==> config.mk <==
export PLATFORM = sky130hd
export DESIGN_NAME = add16_pipe
export DESIGN_NICKNAME = d
export VERILOG_FILES = /design/src/rtl/add16_pipe_pkg.sv /design/src/rtl/add16_pipe_cla4.sv /design/src/rtl/add16_pipe_lcu4.sv /design/src/rtl/add16_pipe.sv
export SDC_FILE = /design/constraint.sdc
export NUM_CORES = 1
export LEC_CHECK = 0
export BUFFER_PORTS_ARGS = -buffer_cell sky130_fd_sc_hd__buf_2
export CORE_MARGIN = 3
export CORE_UTILIZATION = 55
export CTS_CLUSTER_SIZE = 28
export DETAILED_ROUTE_END_ITERATION = 8
export GPL_ROUTABILITY_DRIVEN = 0
export PLACE_DENSITY = 0.75
export SYNTH_ARGS = -nofsm -noshare
export SYNTH_HDL_FRONTEND = slang
export SYNTH_SLANG_ARGS = --single-unit
==> constraint.sdc <==
create_clock -name clk -period 2.2 [get_ports clk]
set_input_delay 0.22 -clock clk [delete_from_list [all_inputs] [get_ports clk]]
set_output_delay 0.22 -clock clk [all_outputs]
set_load 0.03 [all_outputs]
==> src/rtl/add16_pipe_pkg.sv <==
// Shared types and helpers for the pipelined carry-lookahead adder.
package add_pkg;

   localparam int GRP = 4;

   typedef struct packed {
      logic p;
      logic g;
   } pg_t;

   function automatic int ngrp(input int width);
      return width / GRP;
   endfunction

   // Group propagate/generate of one 4-bit slice; independent of carry-in.
   function automatic pg_t grp_pg(input logic [GRP-1:0] a, input logic [GRP-1:0] b);
      logic [GRP-1:0] p;
      logic [GRP-1:0] g;
      pg_t            r;
      p   = a ^ b;
      g   = a & b;
      r.p = &p;
      r.g = g[3] | (p[3] & g[2]) | (p[3] & p[2] & g[1]) | (p[3] & p[2] & p[1] & g[0]);
      return r;
   endfunction

endpackage

==> src/rtl/add16_pipe_cla4.sv <==
// 4-bit augmented carry-lookahead slice: sum bits from operands and a group carry-in.
module cla4_slice
   import add_pkg::*;
(
   input  logic [GRP-1:0] a,
   input  logic [GRP-1:0] b,
   input  logic           cin,
   output logic [GRP-1:0] s
);

   logic [GRP-1:0] p_s;
   logic [GRP-1:0] g_s;
   logic [GRP-1:0] c_s;

   assign p_s = a ^ b;
   assign g_s = a & b;

   assign c_s[0] = cin;
   assign c_s[1] = g_s[0] | (p_s[0] & cin);
   assign c_s[2] = g_s[1] | (p_s[1] & g_s[0]) | (p_s[1] & p_s[0] & cin);
   assign c_s[3] = g_s[2] | (p_s[2] & g_s[1]) | (p_s[2] & p_s[1] & g_s[0])
                 | (p_s[2] & p_s[1] & p_s[0] & cin);

   assign s = p_s ^ c_s;

endmodule

==> src/rtl/add16_pipe_lcu4.sv <==
// Single-level lookahead carry unit over four (P,G) groups, fully expanded.
module lcu4 (
   input  logic [3:0] p,
   input  logic [3:0] g,
   input  logic       cin,
   output logic [3:0] c,
   output logic       blk_p,
   output logic       blk_g
);

   // c[i] is the carry out of group i, i.e. the carry into group i+1.
   assign c[0] = g[0] | (p[0] & cin);
   assign c[1] = g[1] | (p[1] & g[0]) | (p[1] & p[0] & cin);
   assign c[2] = g[2] | (p[2] & g[1]) | (p[2] & p[1] & g[0]) | (p[2] & p[1] & p[0] & cin);
   assign c[3] = g[3] | (p[3] & g[2]) | (p[3] & p[2] & g[1]) | (p[3] & p[2] & p[1] & g[0])
               | (p[3] & p[2] & p[1] & p[0] & cin);

   assign blk_p = &p;
   assign blk_g = g[3] | (p[3] & g[2]) | (p[3] & p[2] & g[1]) | (p[3] & p[2] & p[1] & g[0]);

endmodule

==> src/rtl/add16_pipe.sv <==
// Two-stage pipelined CLA adder: stage 1 registers operands and group P/G,
// stage 2 resolves group carries through the LCU and registers the result.
module add16_pipe
   import add_pkg::*;
#(
   parameter int WIDTH = 16
) (
   input  logic             clk,
   input  logic             rst_n,
   input  logic             in_valid,
   output logic             in_ready,
   input  logic [WIDTH-1:0] a,
   input  logic [WIDTH-1:0] b,
   input  logic             cin,
   output logic             out_valid,
   input  logic             out_ready,
   output logic [WIDTH-1:0] sum,
   output logic             cout,
   output logic             pout,
   output logic             gout,
   output logic             ovf
);

   localparam int NGRP = ngrp(WIDTH);

   logic             s1_v_q, s1_v_d;
   logic [WIDTH-1:0] a_q, a_d;
   logic [WIDTH-1:0] b_q, b_d;
   logic             cin_q, cin_d;
   pg_t [NGRP-1:0]   pg_q, pg_d;

   logic             s2_v_q, s2_v_d;
   logic [WIDTH-1:0] sum_q, sum_d;
   logic             cout_q, cout_d;
   logic             pout_q, pout_d;
   logic             gout_q, gout_d;
   logic             ovf_q, ovf_d;

   logic             s2_ready_s;
   logic             in_xfer_s;
   logic [3:0]       lcu_p_s, lcu_g_s, lcu_c_s;
   logic             blk_p_s, blk_g_s;
   logic [NGRP-1:0]  gcin_s;
   logic [WIDTH-1:0] slice_sum_s;

   assign s2_ready_s = !s2_v_q || out_ready;
   assign in_ready   = !s1_v_q || s2_ready_s;
   assign in_xfer_s  = in_valid && in_ready;

   // Stage 1 next state: capture operands and group P/G on input transfer.
   always_comb begin
      a_d    = a_q;
      b_d    = b_q;
      cin_d  = cin_q;
      pg_d   = pg_q;
      s1_v_d = s1_v_q;
      if (in_xfer_s) begin
         a_d    = a;
         b_d    = b;
         cin_d  = cin;
         s1_v_d = 1'b1;
         for (int gi = 0; gi < NGRP; gi++) begin
            pg_d[gi] = grp_pg(a[gi*GRP +: GRP], b[gi*GRP +: GRP]);
         end
      end else if (s2_ready_s) begin
         s1_v_d = 1'b0;
      end else begin
         s1_v_d = s1_v_q;
      end
   end

   // Unused upper LCU lanes act as transparent groups (P=1, G=0).
   for (genvar gi = 0; gi < 4; gi++) begin : g_lcu_in
      if (gi < NGRP) begin : g_real
         assign lcu_p_s[gi] = pg_q[gi].p;
         assign lcu_g_s[gi] = pg_q[gi].g;
      end else begin : g_tie
         assign lcu_p_s[gi] = 1'b1;
         assign lcu_g_s[gi] = 1'b0;
      end
   end

   lcu4 u_lcu (
      .p     (lcu_p_s),
      .g     (lcu_g_s),
      .cin   (cin_q),
      .c     (lcu_c_s),
      .blk_p (blk_p_s),
      .blk_g (blk_g_s)
   );

   for (genvar gi = 0; gi < NGRP; gi++) begin : g_slice
      if (gi == 0) begin : g_first
         assign gcin_s[gi] = cin_q;
      end else begin : g_rest
         assign gcin_s[gi] = lcu_c_s[gi-1];
      end

      cla4_slice u_slice (
         .a   (a_q[gi*GRP +: GRP]),
         .b   (b_q[gi*GRP +: GRP]),
         .cin (gcin_s[gi]),
         .s   (slice_sum_s[gi*GRP +: GRP])
      );
   end

   // Stage 2 next state: results only move when the output slot is free.
   always_comb begin
      sum_d  = sum_q;
      cout_d = cout_q;
      pout_d = pout_q;
      gout_d = gout_q;
      ovf_d  = ovf_q;
      s2_v_d = s2_v_q;
      if (s2_ready_s) begin
         s2_v_d = s1_v_q;
         if (s1_v_q) begin
            sum_d  = slice_sum_s;
            cout_d = lcu_c_s[NGRP-1];
            pout_d = blk_p_s;
            gout_d = blk_g_s;
            // Carry into the MSB xor carry out of the MSB.
            ovf_d  = (a_q[WIDTH-1] ^ b_q[WIDTH-1] ^ slice_sum_s[WIDTH-1]) ^ lcu_c_s[NGRP-1];
         end else begin
            sum_d = sum_q;
         end
      end else begin
         s2_v_d = s2_v_q;
      end
   end

   // Pipeline registers for both stages.
   always_ff @(posedge clk or negedge rst_n) begin
      if (!rst_n) begin
         s1_v_q <= 1'b0;
         a_q    <= '0;
         b_q    <= '0;
         cin_q  <= 1'b0;
         pg_q   <= '0;
         s2_v_q <= 1'b0;
         sum_q  <= '0;
         cout_q <= 1'b0;
         pout_q <= 1'b0;
         gout_q <= 1'b0;
         ovf_q  <= 1'b0;
      end else begin
         s1_v_q <= s1_v_d;
         a_q    <= a_d;
         b_q    <= b_d;
         cin_q  <= cin_d;
         pg_q   <= pg_d;
         s2_v_q <= s2_v_d;
         sum_q  <= sum_d;
         cout_q <= cout_d;
         pout_q <= pout_d;
         gout_q <= gout_d;
         ovf_q  <= ovf_d;
      end
   end

   assign out_valid = s2_v_q;
   assign sum       = sum_q;
   assign cout      = cout_q;
   assign pout      = pout_q;
   assign gout      = gout_q;
   assign ovf       = ovf_q;

endmodule

==> metrics.yaml, run 1 <==
r2r_slack_ns: 0.36
syn-num-nets: 333
p_leak_uw: 0.00183
post-route-period-util_pct: 83.7
drc: 0
whs_path_depth: 2
grt_pass1_vias: 2116
layout_common_cells: "dfrtp_1, buf_2, mux2_2, nand2_1, ha_1"
grt_max_degree: 50
synthCells: 264
ff2ff_path_depth: 5
layout.cells.non_filler: 407
tns_ns: 0
synth_area_mm2: 0.00318
yosys_warnings: 0
dieArea_mm2: 0.00673
fp.dieW_um: 82.0
grt_pass1_wl_mm: 9.61
vias_per_cell: 5.34
clock.fmax_ghz: 0.543
finalHoldViolCount: 0
maxCapViolations: 0
clkSinkCount: 63
start_util_pct: 57.4
fin_crit_ns: 1.84
nets: 399
postRouteAntennaNets: 0
ys_seq_area_share_pct: 49.6
path_clk_slew_ns: 0.07
status: "complete, no violations"
final_util_pct: 68.3
fin_skew_ns: 0.00624
worst_setup_path_start_kind: "register"
clockRootBuffer: "clkbuf_8"
cts_buffer_depth: 2
fin_area_mm2: 0.00378
num_vias: 2173
placed_cells: 390
die_h_um: 82.0
clock_latency_ns: 0.34
port_buffers: 58
antenna_cells: 0
power-per-cell-area_mw_per_mm2: 1020
gr-usage-all-layers_pct: 19.2
areaGrowthSynthToFinish_pct: 18.9
synth.area.top_cells: "dfrtp_1, mux2_2, ha_1, o21ai_0, xnor2_1"
row_count: 27
drt-initial-drc-count: 68
setup_viol: 0
max_slew_margin_pct: 56.0
hp-class: "input port to register"
cts_max_level: 3
critical_path_required_ns: 2.43
tightest_slew_ns: 0.660
cts_resized: 0
slew_viol_final: 0
yosysTopAreaCell: "dfrtp_1"
io_pins: 59
wl_per_cell_um: 14.0
synth_top_area_share_pct: 49.6
totalPowerFinal_uw: 3870
drt_pre_antenna_iters: 5
ir_worst_vdd_uv: 499
cts_tree: "done"
dpl.hpwl_mm: 4.33
core_mm2: 0.00554
wl_mm: 5.70
ys_ff_latch: 63
endpoint_kind: "register"
cts_made_buffers: 9
overflow: 0
synth.avg_cell_area_um2: 12.0
drive_gt1_share_pct: 35.8
placed_cell_area_mm2: 0.00358
worst-endpoint-arrival_ns: 2.07
layout_commonest_cell: "dfrtp_1"
rsz0062_at_grt: "no"
critical_path_class: "register to register"
synth_cell_types: 29
worstPathMaxFanout: 5
grt_antenna_before_repair: 0
[cells in the mapped netlist]
library cell and number:
a211oi_1 1, a211oi_2 1, a21o_1 11, a21o_2 1, a21oi_1 12, a21oi_2 2, buf_2 5, clkbuf_1 3
dfrtp_1 63, fa_1 4, ha_1 28, inv_1 4, mux2_2 38, nand2_1 30, nand2b_1 4, nand3_1 1
nand3b_1 1, nand4_1 4, nor2_1 1, nor3_1 1, o21a_1 1, o21ai_0 25, o21ai_1 2, o21ai_2 1
o21bai_1 1, o22ai_1 1, o31ai_1 1, xnor2_1 13, xor2_1 4
[state kept, by name (all words and copies together), names as in the netlist]
register   count
b_q           16
out_valid      1
sum           16
ovf            1
a_q           16
cin_q          1
pout           1
s1_v_q         1
gout           1
lcu_p_s        4
lcu_g_s        4
cout           1
[repair_timing]
item                      CTS  global route
hold endpoints to repair   27             0
hold buffers                1             0
setup buffers               0             0
[cell families after synthesis]
kind of cell / count (synthesis) / synth area share, %
XOR/XNOR: 17 / 4.68
adder cells (fa/ha/maj): 32 / 13.5
flip-flops: 63 / 49.6
AO/OA/AOI/OAI: 60 / 11.4
multiplexers: 38 / 13.5
buffers and inverters: 12 / 1.61
AND/OR/NAND/NOR: 42 / 5.78
[critical path, cell delays in order (launching register included)]
cell and delay (ns):
dfrtp_1 0.44, a21oi_2 0.26, inv_1 0.14, a21o_1 0.21, fa_1 0.42, mux2_2 0.27
[stage by stage]
step           setup slack (ns)  hold slack (ns)
2_1_floorplan             0.435          -0.0756
3_3_place_gp              0.415            0.278
3_5_place_dp              0.372            0.279
4_1_cts                   0.364            0.103
5_1_grt                   0.272            0.110
6_report                  0.358            0.111
[cell type report]
| cell class | instances | area (µm²) |
|---|---|---|
| timing repair buffer | 63 | 355 |
| sequential | 63 | 1580 |
| fill | 431 | 1760 |
| clock inverter | 4 | 45.0 |
| tap | 72 | 90.1 |
| multi-input combinational | 189 | 1560 |
| clock buffer | 12 | 145 |
| inverter | 4 | 15.0 |
[final timing paths]
check / from / endpoint
max in group asynchronous: rst_n / a_q[12]$_DFFE_PN0P_
worst min-delay path: in_valid / s1_v_q$_DFFE_PN0P_
worst min register to register: sum[13]$_DFFE_PN0P_ / sum[13]$_DFFE_PN0P_
worst max register to register: cin_q$_DFFE_PN0P_ / sum[8]$_DFFE_PN0P_
worst max-delay path: cin_q$_DFFE_PN0P_ / sum[8]$_DFFE_PN0P_
min in group asynchronous: rst_n / sum[7]$_DFFE_PN0P_
[power breakdown]
group          internal, µW  leakage [µW]  switching (µW)
logic                   535      0.000972             772
clock network           549      0.000100             424
registers              1420      0.000758             168
total                  2510       0.00183            1360
[per-layer routing]
layer | vias up | routed length (µm) | global-route usage [%]
met5 | - | 0 | 0
met4 | 0 | 100 | 7.97
met3 | 9 | 215 | 5.37
met2 | 40 | 2860 | 31.8
met1 | 1054 | 2530 | 23.5
li1 | 1070 | - | -
(Power assumes the default switching activity.)
==> run 2, diff against run 1 <==
- clock period: 2.2 -> 1.7 ns (I/O delays scaled with it)
==> run 2 against run 1 <==
  * First-iteration DRC count is 75% higher
  * Via count hardly changed
  * Global-route usage rose by 0.73 points
  * Clock skew up 0.0015 ns
  * Core utilization grew 1.7 points
  * Largest cell class is now multi-input combinational cells
  * Final cell count rose by 0.98%
  * Wire length is 1.9% higher
  * Sequential power increased by 30%
  * Fmax up 13%
  * Setup slack got worse by 0.28 ns
==> metrics.yaml, run 2 (synthesis results as in run 1) <==
nets: 403  # +1.0%
path_cells: "a21oi_2 -> inv_2 -> a21o_1 -> fa_1 -> mux2_4"
grt_pass1_wl_mm: 10.1  # +5.4%
setup_viol: 0  # unchanged
pre_cts_ws_ns: 0.0496  # -0.322 ns
drive_gt1_share_pct: 38.9  # +3.1 points
power-per-cell-area_mw_per_mm2: 1340  # +30%
worst_path_largest_cell_delay_ns: 0.44  # about the same
clock_latency_ns: 0.33  # about the same
cts_tree: "done"
layout_common_cells: "dfrtp_1, buf_2, mux2_2, nand2_1, ha_1"
intPower_uw: 3380  # +35%
slew_viol_final: 0  # unchanged
final.setup.worst_slack_ns: 0.0738  # -0.284 ns
grt_pass1_vias: 2226  # +5.2%
grt_max_degree: 50  # unchanged
drt_pre_antenna_iters: 4  # -1
path_buf_inv: 1  # unchanged
maxCapViolations: 0  # unchanged
clkSinkCount: 63  # unchanged
power_switching_uw: 1800  # +32%
final_util_pct: 70.0  # +1.7 points
worst_setup_path_start_kind: "register"
finalHoldViolCount: 0  # unchanged
io_pins: 59  # unchanged
wl_per_cell_um: 14.1  # +0.94%
placed_cells: 392  # +0.51%
status: "complete, no violations"
worst-endpoint-arrival_ns: 1.85  # -0.22 ns
clockPowerShare_pct: 26.1  # +1.0 points
cts_max_level: 3  # unchanged
cts_buffer_depth: 2  # unchanged
crit_family: "adder cells"
multi_input_area_mm2: 0.00159  # +2.1%
rsz0062_at_grt: "yes"
clockRootBuffer: "clkbuf_8"
combPwrFrac_pct: 34.1  # +0.4 points
num-fill-cells: 450  # +4.4%
vias_per_cell: 5.28  # -1.0%
seq_power_share_pct: 39.8  # -1.3 points
max_slew_margin_pct: 68.9  # +13 points
postRouteAntennaNets: 0  # unchanged
layout_commonest_cell: "dfrtp_1"
die_h_um: 82.0  # unchanged
fp.dieW_um: 82.0  # unchanged
register_area_mm2: 0.00158  # about the same
core_mm2: 0.00554  # unchanged
sw_frac_of_total_pct: 34.7  # -0.54 points
fin_crit_ns: 1.63  # -0.216 ns
num_vias: 2172  # -0.046%
drc: 0  # unchanged
antenna_cells: 0  # unchanged
port_buffers: 58  # unchanged
clock.fmax_ghz: 0.615  # +13%
hp-class: "input port to register"
critical_path_required_ns: 1.92  # -0.51 ns
dpl.hpwl_mm: 4.39  # +1.4%
row_count: 27  # unchanged
tightest_slew_ns: 0.466  # -0.194 ns
wl_mm: 5.81  # +1.9%
critical_path_class: "register to register"
worstPathMaxFanout: 3  # -2
fin_skew_ns: 0.00777  # +0.00153 ns
dieArea_mm2: 0.00673  # unchanged
grt_antenna_before_repair: 0  # unchanged
ir_worst_vdd_uv: 723  # +45%
cp_slowest_cell: "fa_1"
drt-initial-drc-count: 119  # +75%
endpoint_kind: "register"
areaGrowthSynthToFinish_pct: 21.9
layout.cells.non_filler: 411  # +0.98%
start_util_pct: 57.4  # unchanged
post-route-period-util_pct: 95.7  # +12 points
path_clk_slew_ns: 0.07  # about the same
overflow: 0  # unchanged
p_leak_uw: 0.00187  # +2.1%
cts_made_buffers: 9  # unchanged
gr-usage-all-layers_pct: 19.9  # +0.73 points
run 2: cell types whose count changed in the layout (fill, tap and decap cells not counted), sizes merged:
cell | previous run | this run
buf | 62 | 66
clkbuf | 12 | 13
clkinv | 3 | 2
run 2: area by class of cell:
class,count,share of cell area [%]
Clock inverter,3,1.03
Inverter,4,0.387
Timing Repair Buffer,67,10.3
Clock buffer,13,4.36
Tap cell,72,2.32
Sequential cell,63,40.7
Multi-Input combinational cell,189,40.9
run 2: power groups by stage:
stage	combinational, µW	clock (µW)	sequential (µW)
final	1770	1350	2060
after global routing	1980	1450	2100
after CTS	1750	1380	2060
after detailed placement	1740	0	2080
after global placement	1700	0	2070
after floorplan	822	0	2460
run 2: path summary, 6_finish.rpt:
check	startpoint	slack [ns]	to	depth (start not counted)
setup / recovery	lcu_p_s[0]$_DFFE_PN0P_	0.07	sum[8]$_DFFE_PN0P_	5
hold / removal	in_valid	0.05	s1_v_q$_DFFE_PN0P_	2
setup reg to reg	lcu_p_s[0]$_DFFE_PN0P_	0.07	sum[8]$_DFFE_PN0P_	5
hold reg to reg	sum[2]$_DFFE_PN0P_	0.47	sum[2]$_DFFE_PN0P_	2
max in group asynchronous	rst_n	0.80	sum[13]$_DFFE_PN0P_	3
min in group asynchronous	rst_n	0.31	sum[6]$_DFFE_PN0P_	2
run 2: repair_timing:
action,in CTS,in global routing
setup endpoints to repair,0,5
hold endpoints to repair,18,0
buffers inserted,0,2
gates resized for setup,0,8
hold buffers,1,0
run 2: per-layer routing:
| metal | part of all wire, % | vias up | GRT usage [%] | wire length, µm |
|---|---|---|---|---|
| met5 | 0 | - | 0 | 0 |
| met3 | 3.5 | 11 | 3.95 | 204 |
| met4 | 2.0 | 0 | 9.47 | 117 |
| li1 | - | 1081 | - | - |
| met2 | 50 | 38 | 32.6 | 2890 |
| met1 | 45 | 1042 | 25.3 | 2610 |
run 2: stage by stage:
| stage | TNS, ns | hold WS [ns] | total power (µW) | area, µm² |
|---|---|---|---|---|
| global route | -0.0122 | 0.0722 | 5530 | 3880 |
| global placement | 0 | 0.142 | 3770 | 3610 |
| CTS | 0 | 0.0407 | 5190 | 3830 |
| finish | 0 | 0.0544 | 5180 | 3880 |
| floorplan | 0 | -0.126 | 3290 | 3180 |
| detailed placement | 0 | 0.147 | 3820 | 3610 |
run 2: worst register-to-register path, cell delays in order, from the launching register on:
cell and delay (ns):
dfrtp_1 0.41, a21oi_2 0.18, inv_2 0.05, a21o_1 0.17, fa_1 0.44, mux2_4 0.27
